**src/rtl/hazard_ctrl.sv**
```systemverilog
// Hazard and control unit for the 5-stage RV32I pipe: stall/flush generation,
// EX-stage forwarding selects, LSU wait FSM and saturating perf counters.
module hazard_ctrl #(
    parameter int          CNT_W      = 32,
    parameter logic [1:0]  WB_SEL_MEM = 2'b01
) (
    input  logic             i_clk,
    input  logic             i_rst_n,
    input  logic [4:0]       rs1D,
    input  logic [4:0]       rs2D,
    input  logic [4:0]       rs1E,
    input  logic [4:0]       rs2E,
    input  logic [4:0]       rdE,
    input  logic             rd_wrenE,
    input  logic [1:0]       wb_selE,
    input  logic [4:0]       rdM,
    input  logic [4:0]       rdW,
    input  logic             rd_wrenM,
    input  logic             rd_wrenW,
    input  logic             mispredE,
    input  logic             mem_reqM,
    input  logic             mem_ackM,
    output logic             stallF,
    output logic             stallD,
    output logic             stallE,
    output logic             stallM,
    output logic             flushD,
    output logic             flushE,
    output logic             flushW,
    output logic [1:0]       fwd_aE,
    output logic [1:0]       fwd_bE,
    output logic [CNT_W-1:0] o_stall_cnt,
    output logic [CNT_W-1:0] o_flush_cnt
);

    localparam logic ST_RUN      = 1'b0;
    localparam logic ST_MEM_WAIT = 1'b1;

    localparam logic [CNT_W-1:0] CNT_ONE = {{(CNT_W-1){1'b0}}, 1'b1};
    localparam logic [CNT_W-1:0] CNT_MAX = {CNT_W{1'b1}};

    logic             state_reg;
    logic             state_next;
    logic [CNT_W-1:0] stall_cnt_reg;
    logic [CNT_W-1:0] flush_cnt_reg;

    logic             wait_hold;
    logic             load_use;

    always_comb begin
        state_next = state_reg;
        case (state_reg)
            ST_RUN:      if (mem_reqM && !mem_ackM) state_next = ST_MEM_WAIT;
            ST_MEM_WAIT: if (mem_ackM)              state_next = ST_RUN;
            default:                                state_next = ST_RUN;
        endcase
    end

    // The ack cycle already behaves like RUN so the pipe releases without a bubble.
    assign wait_hold = (state_reg == ST_MEM_WAIT) && !mem_ackM;

    assign load_use = (wb_selE == WB_SEL_MEM) && rd_wrenE && (rdE != 5'd0) &&
                      ((rdE == rs1D) || (rdE == rs2D));

    always_comb begin
        stallF = 1'b0;
        stallD = 1'b0;
        stallE = 1'b0;
        stallM = 1'b0;
        flushD = 1'b0;
        flushE = 1'b0;
        flushW = 1'b0;
        if (!i_rst_n) begin
            stallF = 1'b0;
        end else if (wait_hold) begin
            stallF = 1'b1;
            stallD = 1'b1;
            stallE = 1'b1;
            stallM = 1'b1;
            flushW = 1'b1;
        end else if (mispredE) begin
            // Redirect kills the younger instructions, so a pending load-use stall is moot.
            flushD = 1'b1;
            flushE = 1'b1;
        end else if (load_use) begin
            stallF = 1'b1;
            stallD = 1'b1;
            flushE = 1'b1;
        end
    end

    logic [4:0] rs_e [2];
    logic [1:0] fwd  [2];

    assign rs_e[0] = rs1E;
    assign rs_e[1] = rs2E;

    generate
        for (genvar gi = 0; gi < 2; gi++) begin : g_fwd
            always_comb begin
                fwd[gi] = 2'b00;
                if (!i_rst_n || rs_e[gi] == 5'd0)
                    fwd[gi] = 2'b00;
                else if (rd_wrenM && rdM == rs_e[gi])
                    fwd[gi] = 2'b10;
                else if (rd_wrenW && rdW == rs_e[gi])
                    fwd[gi] = 2'b01;
            end
        end
    endgenerate

    assign fwd_aE = fwd[0];
    assign fwd_bE = fwd[1];

    always_ff @(posedge i_clk or negedge i_rst_n) begin
        if (!i_rst_n) begin
            state_reg     <= ST_RUN;
            stall_cnt_reg <= '0;
            flush_cnt_reg <= '0;
        end else begin
            state_reg <= state_next;
            if (stallD && stall_cnt_reg != CNT_MAX)
                stall_cnt_reg <= stall_cnt_reg + CNT_ONE;
            if (flushD && mispredE && flush_cnt_reg != CNT_MAX)
                flush_cnt_reg <= flush_cnt_reg + CNT_ONE;
        end
    end

    assign o_stall_cnt = stall_cnt_reg;
    assign o_flush_cnt = flush_cnt_reg;

endmodule

```
**config.mk**
```make
export PLATFORM = sky130hd
export DESIGN_NAME = hazard_ctrl
export DESIGN_NICKNAME = d
export VERILOG_FILES = /design/src/rtl/hazard_ctrl.sv
export SDC_FILE = /design/constraint.sdc
export NUM_CORES = 1
export LEC_CHECK = 0
export BUFFER_PORTS_ARGS = -buffer_cell sky130_fd_sc_hd__buf_2
export CORE_ASPECT_RATIO = 1.1
export CORE_MARGIN = 3
export CORE_UTILIZATION = 51
export DETAILED_ROUTE_END_ITERATION = 6
export GPL_TIMING_DRIVEN = 0
export PLACE_DENSITY_LB_ADDON = 0.2
export RECOVER_POWER = 50
export SLEW_MARGIN = 20
export SYNTH_ARGS = -nofsm -noshare
export SYNTH_HDL_FRONTEND = slang
export SYNTH_SLANG_ARGS = --single-unit
```
**constraint.sdc**
```tcl
create_clock -name i_clk -period 2.3 [get_ports i_clk]
set_input_delay 0.345 -clock i_clk [delete_from_list [all_inputs] [get_ports i_clk]]
set_output_delay 0.345 -clock i_clk [all_outputs]
set_load 0.05 [all_outputs]
```
==> results.cfg, run 1 <==
[outcome]
status = finished with violations
violations = max-capacitance violations, max-slew violations

[logic_synthesis]
synth_cell_types = 39
syn_nets = 392
ys_seq_elements = 65
async_flop_share_pct = 100
synthCells = 345
synth_top_flop_cell = dfrtp_1
syn_area_sq_mm = 0.00357
avgSynthCellArea_sq_um = 10.4
yosysWarnings = 0
yosysSeqAreaShare_pct = 45.5
synth_edf_count = 0

[sta]
skew_ps = 9.80
min_period_ps = 2210
timing.fmax_ghz = 0.453
relSlewSlack_pct = -5.01
tightest_slew_ps = 1580
drv_slew = 67
fin_ws_ps = 91.8
timing.final.crit_share_pct = 96.0
setup_viol = 0
rsz0062_at_grt = false
finalHoldViolCount = 0

[floorplan]
coreArea_sq_mm = 0.00671
dieArea_sq_mm = 0.00805
pin_count = 120
num_rows = 31
start_util_pct = 53.3
die_height_um = 93.8
die_x_um = 85.8

[grt]
grt_pass1_wl_mm = 13.6
grt_overflow_total = 0
grt_use_total_pct = 21.3
grt_max_degree = 37
grt_pass1_vias = 2924
antenna_found_initial = 0

[placement]
gp_congestion = 0.802
place_ws_ps = -51.6
dpl_cell_area_sq_mm = 0.00431
placed_cells = 547
hpwl_mm = 6.21
numPortBuffers = 119

[detailed_routing]
routed_wl_mm = 8.29
ant_nets = 0
wire_per_inst_um = 14.8
vias = 2998
drc = 0
drt_pre_antenna_iters = 4
first_iter_violations = 122
via_per_inst = 5.33

[layout]
area_delta_synth_final_pct = 25.0
drive_gt1_share_pct = 24.4
final_nets = 524
n_antenna_cell = 0
fin_area_sq_mm = 0.00447
final_cells = 562
fillers = 589

[power]
power_w = 0.00291
vdd_ir_drop_max_uv = 864
leakagePower_nw = 2.17
power.density_mw_per_mm2 = 652

[hold_path]
hold_path_class = in2reg

[setup_path]
crit_type = reg2reg
cp-end-kind = register
cp_data_required_time_ps = 2520
startpoint_type = register
crit_fanout = 10
arrival_ps = 2430

[cts]
cts_inserted_buffers = 9
cts_sinks = 65
htreeDepth = 3
cts_tree = done
clock_path_buffers = 2
clk_pin_slew_ps = 70
clock_latency_ps = 340
clockRootBuffer = clkbuf_8
postCtsSetupRepairBufs = 0

[run]
cap_violations = 2
## final cells by class
class                   instances  area, sq um  area share (%)
plain buffers                   7         50.0            1.12
clock buffers                  12          165            3.70
clock inverters                 2         37.5           0.840
inverters                       8         30.0           0.672
multi-input cells             265         1890            42.3
flip-flops and latches         65         1630            36.4
well taps                      82          103            2.30
repair buffers                121          567            12.7
## cells by family after synthesis
group                    share of synthesized area, %
multiplexers                                    0.630
XOR/XNOR                                         22.5
buffers and inverters                            2.24
AND/OR/NAND/NOR                                  25.3
flip-flops                                       45.5
adder cells (fa/ha/maj)                         0.700
AO/OA/AOI/OAI                                    3.08
## per-stage QoR
| step | setup TNS, ps | util (%) | hold slack [ps] |
|---|---|---|---|
| after floorplan | 0 | - | 49.4 |
| after detailed placement | -272 | 64.2 | 324 |
| after global placement | -54420 | 63.9 | 472 |
| final | 0 | 66.6 | 171 |
| after global routing | 0 | 66.6 | 179 |
| after CTS | 0 | 67.5 | 19.5 |
## placed cells by master, fill, tap and decap left out, drive strengths merged, types with 16 or more instances in the layout
cell type / n
nand3: 26
clkbuf: 50
buf: 89
nor2: 20
and3: 16
nand2: 27
xnor2: 55
dfrtp: 65
xor2: 37
nand4: 27
## final timing paths
path	startpoint	endpoint	slack [ps]	cells after the start
max	o_stall_cnt[0]	o_stall_cnt[31]	90	8
min	mem_ackM	state_reg	170	2
max reg2reg	o_stall_cnt[0]	o_stall_cnt[31]	90	8
min reg2reg	o_flush_cnt[31]	o_flush_cnt[31]	490	1
max in group asynchronous	i_rst_n	o_flush_cnt[7]	530	2
min in group asynchronous	i_rst_n	o_stall_cnt[20]	740	2
## timing repair
item	4_1_cts	5_1_grt
setup endpoints to repair	0	4
resized for setup	0	1
endpoints found under the hold margin	29	0
hold buffers	1	0
## critical path, stage by stage (launching register included)
cell and delay (ps):
dfrtp_1 420, ha_1 270, and4_1 160, buf_2 170, a32o_1 260, a21oi_4 300
buf_4 260, nand3_1 100, xnor2_1 150
## power breakdown
part	internal (W)	switching, W	total [W]
clock network	0.000578	0.000425	0.00100
logic	0.000171	0.000449	0.000620
registers	0.00121	0.0000781	0.00129
total	0.00196	0.000952	0.00291
## per-layer routing
metal | vias to the layer above | share of wire [%] | GRT usage (%)
met4 | 0 | 1.5 | 7.26
li1 | 1470 | - | -
met5 | - | 0 | 0
met3 | 13 | 6.4 | 5.96
met1 | 1432 | 44 | 26.9
met2 | 83 | 48 | 35.1
## Yosys cell counts (2+ instances only)
cell type	number	area, sq um
ha_1	2	25.0
nand2b_1	3	18.8
nor3_1	7	35.0
nor2_1	20	75.1
or4_1	4	30.0
nor4_1	7	43.8
nand4_1	25	156
and3_1	15	93.8
nand2_1	26	97.6
buf_4	4	30.0
nor3b_1	2	15.0
nand4_2	2	25.0
nor3_2	2	20.0
dfrtp_1	65	1630
xor2_1	37	324
o21ai_0	2	10.0
and2_1	7	43.8
nand3_1	26	130
a21oi_1	2	10.0
nor4_4	2	42.5
mux2_1	2	22.5
and4_1	5	43.8
xnor2_1	55	482
inv_1	8	30.0
No activity file was read; power rests on OpenSTA's default activity.
==> inputs of run 2 (changes only) <==
--- a/config.mk
+++ b/config.mk
@@ -8,7 +8,7 @@
 export BUFFER_PORTS_ARGS = -buffer_cell sky130_fd_sc_hd__buf_2
 export CORE_ASPECT_RATIO = 1.1
 export CORE_MARGIN = 3
-export CORE_UTILIZATION = 51
+export CORE_UTILIZATION = 55
 export DETAILED_ROUTE_END_ITERATION = 6
 export GPL_TIMING_DRIVEN = 0
 export PLACE_DENSITY_LB_ADDON = 0.2
==> constraint.sdc (replaced) <==
create_clock -name i_clk -period 2.9 [get_ports i_clk]
set_input_delay 0.435 -clock i_clk [delete_from_list [all_inputs] [get_ports i_clk]]
set_output_delay 0.435 -clock i_clk [all_outputs]
set_load 0.05 [all_outputs]
==> results.cfg, run 2 (synthesis results as in run 1) <==
[sta]
setup-tns-final_ps = 0
setup_viol = 0
skew_ps = 15.3
finalHoldViolCount = 0
min_period_ps = 2590
timing.final.crit_share_pct = 89.4
timing.fmax_ghz = 0.386
rsz0062_at_grt = false
drv_slew = 0
tightest_slew_ps = 666
relSlewSlack_pct = 55.8
fin_ws_ps = 307

[layout]
area_delta_synth_final_pct = 25.6
n_antenna_cell = 0
fillers = 503
multi_input_area_sq_mm = 0.00187
final_nets = 524
layout_common_cells = buf_2, dfrtp_1, xnor2_1, clkbuf_1, xor2_1
final_common_cell = buf_2
regArea_sq_mm = 0.00163
drive_gt1_share_pct = 24.1

[power]
power_w = 0.00239
power.density_mw_per_mm2 = 533
vdd_ir_drop_max_uv = 584
leakagePower_nw = 2.16

[floorplan]
start_util_pct = 57.4
die_height_um = 90.6
dieArea_sq_mm = 0.00750
num_rows = 30
coreArea_sq_mm = 0.00623
pin_count = 120
die_x_um = 82.9

[setup_path]
arrival_ps = 2160
setup.worst_path.end = stallF
r2r_slack_ps = 660
worst_r2r_endpoint = o_stall_cnt[12]
startpoint_type = primary input
cp-end-kind = output pin
worstSetupStartpoint = i_rst_n
cp_data_required_time_ps = 2470
rr_worst_depth = 8
r2r-start = o_stall_cnt[0]
crit_type = in2out
crit_fanout = 60

[outcome]
status = finished, final reports clean

[detailed_routing]
ant_nets = 0
routed_wl_mm = 8.61
vias = 3085
first_iter_violations = 129
via_per_inst = 5.49
wire_per_inst_um = 15.3
drc = 0
drt_pre_antenna_iters = 4

[placement]
place_ws_ps = 298
gp_congestion = 0.869
hpwl_mm = 6.46
numPortBuffers = 119

[grt]
grt_pass1_wl_mm = 14.4
grt_use_total_pct = 23.4
grt_max_degree = 61
grt_pass1_vias = 3154
grt_overflow_total = 0
antenna_found_initial = 0

[cts]
cts_inserted_buffers = 9
clockRootBuffer = clkbuf_8
cts_sinks = 65
htreeDepth = 3
postCtsSetupRepairBufs = 0
cts_tree = done
clock_latency_ps = 340
clock_path_buffers = 2
clk_pin_slew_ps = 80

[run]
cap_violations = 0

[hold_path]
hold_path_class = in2async
==> run 2: worst min path at each step <==
stage,slack [ps],startpoint,to
6_report,210,i_rst_n,o_stall_cnt[27]
5_1_grt,250,i_rst_n,o_stall_cnt[10]
4_1_cts,80,i_rst_n,o_stall_cnt[21]
3_5_place_dp,290,i_rst_n,o_stall_cnt[26]
3_3_place_gp,470,o_stall_cnt[23],o_stall_cnt[23]
2_1_floorplan,140,i_rst_n,o_flush_cnt[0]
==> run 2: critical path, cell delays in order <==
cell      delay, ps
clkbuf_1        200
buf_16          310
and4b_1         230
o211ai_1        110
o21ai_1         420
buf_4           190
buf_2           250
==> run 2: where the power goes <==
| group | internal, W | switching, W |
|---|---|---|
| clock | 0.000510 | 0.000363 |
| combinational | 0.000138 | 0.000357 |
| sequential | 0.000962 | 0.0000645 |
==> run 2: through the flow <==
| step | cell area (sq um) | std cells | hold WS, ps | utilization, % |
|---|---|---|---|---|
| after floorplan | 3570 | 345 | 139 | - |
| after global placement | 4270 | 544 | 473 | 68.5 |
| after detailed placement | 4300 | 545 | 293 | 69.0 |
| after CTS | 4540 | 562 | 80.9 | 72.8 |
| after global routing | 4490 | 562 | 246 | 72.0 |
| final | 4490 | 562 | 214 | 72.0 |
==> run 2: layout make-up <==
type                       instances  share of cell area, %
multi-input combinational        265                   41.6
clock buffer                      10                   3.07
timing repair buffer             121                   13.1
clock inverter                     6                   2.01
sequential                        65                   36.2
tap                               80                   2.23
inverter                           8                  0.669
buffer                             7                   1.11
==> run 2: layer usage <==
metal	GRT usage (%)	part of all wire, %
met3	6.75	6.5
met5	0	0
met1	27.7	42
met2	40.6	50
met4	7.77	1.3
==> run 2: timing repair <==
item                                   CTS  global route
resized for setup                        0             0
endpoints found under the hold margin   11             0
hold buffers                             1             0
==> inputs of run 3 (changes only) <==
--- a/config.mk
+++ b/config.mk
@@ -6,9 +6,11 @@
 export NUM_CORES = 1
 export LEC_CHECK = 0
 export BUFFER_PORTS_ARGS = -buffer_cell sky130_fd_sc_hd__buf_2
+export CELL_PAD_IN_SITES_DETAIL_PLACEMENT = 1
+export CELL_PAD_IN_SITES_GLOBAL_PLACEMENT = 2
 export CORE_ASPECT_RATIO = 1.1
 export CORE_MARGIN = 3
-export CORE_UTILIZATION = 55
+export CORE_UTILIZATION = 33
 export DETAILED_ROUTE_END_ITERATION = 6
 export GPL_TIMING_DRIVEN = 0
 export PLACE_DENSITY_LB_ADDON = 0.2
==> results.cfg, run 3 (synthesis results as in run 1) <==
[placement]
numPortBuffers = 119
dpl_cell_area_sq_mm = 0.00438
gp_congestion = 0.765
hpwl_mm = 7.52
place_ws_ps = 378

[sta]
timing.final.crit_share_pct = 85.8
fin_ws_ps = 412
fin_hold_ws_ps = -14.1
drv_slew = 0
skew_ps = 6.83
min_period_ps = 2490
finalHoldViolCount = 16
rsz0062_at_grt = false
setup_viol = 0
relSlewSlack_pct = 16.0
tightest_slew_ps = 1260
timing.fmax_ghz = 0.402
setup-tns-final_ps = 0

[setup_path]
rr_worst_depth = 8
critPathSlowestCell = o21ai_1
crit_fanout = 7
worst_r2r_endpoint = o_stall_cnt[31]
max_stage_delay_ps = 490
crit_chain = buf_2 > xor2_1 > nor3_1 > a22oi_1 > o21ai_1 > buf_4 > buf_2
r2r-start = o_stall_cnt[0]
crit_type = in2out
cp_data_required_time_ps = 2470
cp.buffers_inverters = 3
startpoint_type = primary input
r2r_slack_ps = 660
cp-end-kind = output pin
path_delay_family = compound AO/OA/AOI/OAI gates
crit_top_cell = buf_2
arrival_ps = 2050

[cts]
clock_latency_ps = 330
post_cts_resized = 0
clockRootBuffer = clkbuf_16
clock_path_buffers = 2
postCtsSetupRepairBufs = 0
cts_inserted_buffers = 9
ctsHoldBuffers = 0
cts_sinks = 65
cts_tree = done
clk_pin_slew_ps = 60
htreeDepth = 3

[grt]
grt_pass1_vias = 3246
grt_max_degree = 50
grt_pass1_wl_mm = 16.4
grt_use_total_pct = 16.7
grt_overflow_total = 0
antenna_found_initial = 0

[hold_path]
hold_path_class = in2async

[layout]
final_common_cell = buf_2
final_nets = 523
area_delta_synth_final_pct = 28.7
fin_area_sq_mm = 0.00460
n_antenna_cell = 0
drive_gt1_share_pct = 23.7
layout_common_cells = buf_2, dfrtp_1, xnor2_1, clkbuf_1, xor2_1

[power]
power_w = 0.00258
power.density_mw_per_mm2 = 562
p_seq_share_pct = 39.7
p_int_w = 0.00178
p_comb_share_pct = 19.0
power.net_switching_w = 0.000801
swShare_pct = 31.0
leakagePower_nw = 2.18
power_frac_clock_pct = 41.3
vdd_ir_drop_max_uv = 527

[detailed_routing]
ant_nets = 0
routed_wl_mm = 9.89
first_iter_violations = 133
drc = 0
vias = 3086
drt_pre_antenna_iters = 4
via_per_inst = 4.95
wire_per_inst_um = 15.8

[run]
cap_violations = 0

[floorplan]
coreArea_sq_mm = 0.0105
start_util_pct = 34.1
die_x_um = 105
pin_count = 120
num_rows = 39
dieArea_sq_mm = 0.0121
die_height_um = 115

[outcome]
violations = negative hold slack
status = finished with violations
-- run 3: worst register-to-register path, stage by stage (launching register included) --
cell and delay, ps:
dfrtp_1 410, ha_1 270, and4_1 160, buf_2 180, a32o_1 270, a21oi_4 310
buf_4 260, nand3_1 110, xnor2_1 150
-- run 3: layout make-up --
cell class                 count  area (sq um)
fill                        1261          5890
buffer                         7          50.0
clock buffer                  13           250
timing repair buffer         120           558
inverter                       8          30.0
clock inverter                 3          40.0
sequential                    65          1630
multi-input combinational    265          1870
tap                          143           179
-- run 3: worst max-delay path by stage --
stage / startpoint / to / cells after the start
after CTS: rdE[0] / stallF / 7
after global placement: i_rst_n / o_flush_cnt[18] / 7
final: rdE[0] / stallF / 7
after global routing: rdE[0] / stallF / 7
after floorplan: rdE[1] / stallF / 5
after detailed placement: rdE[0] / stallF / 7
-- run 3: per-layer routing --
| layer | wire (um) | part of all wire, % | vias to the layer above | GRT usage [%] |
|---|---|---|---|---|
| met5 | 0 | 0 | - | 0 |
| met4 | 125 | 1.3 | 0 | 5.16 |
| met3 | 576 | 5.8 | 9 | 4.27 |
| met2 | 4460 | 45 | 91 | 26.7 |
| met1 | 4730 | 48 | 1503 | 22.2 |
| li1 | - | - | 1483 | - |
-- run 3: per-stage QoR --
step	util, %	cells	hold WS (ps)
2_1_floorplan	-	345	139
3_3_place_gp	41.5	607	475
3_5_place_dp	41.7	608	356
4_1_cts	44.5	624	5.43
5_1_grt	43.9	624	1.96
6_report	43.9	624	-14.1
-- run 3: power groups by stage --
stage / Combinational, W / Sequential (W) / Clock, W
2_1_floorplan: 0.000154 / 0.00123 / 0
3_3_place_gp: 0.000502 / 0.00104 / 0
3_5_place_dp: 0.000514 / 0.00104 / 0
4_1_cts: 0.000516 / 0.00103 / 0.00111
5_1_grt: 0.000532 / 0.00104 / 0.00115
6_report: 0.000490 / 0.00103 / 0.00107
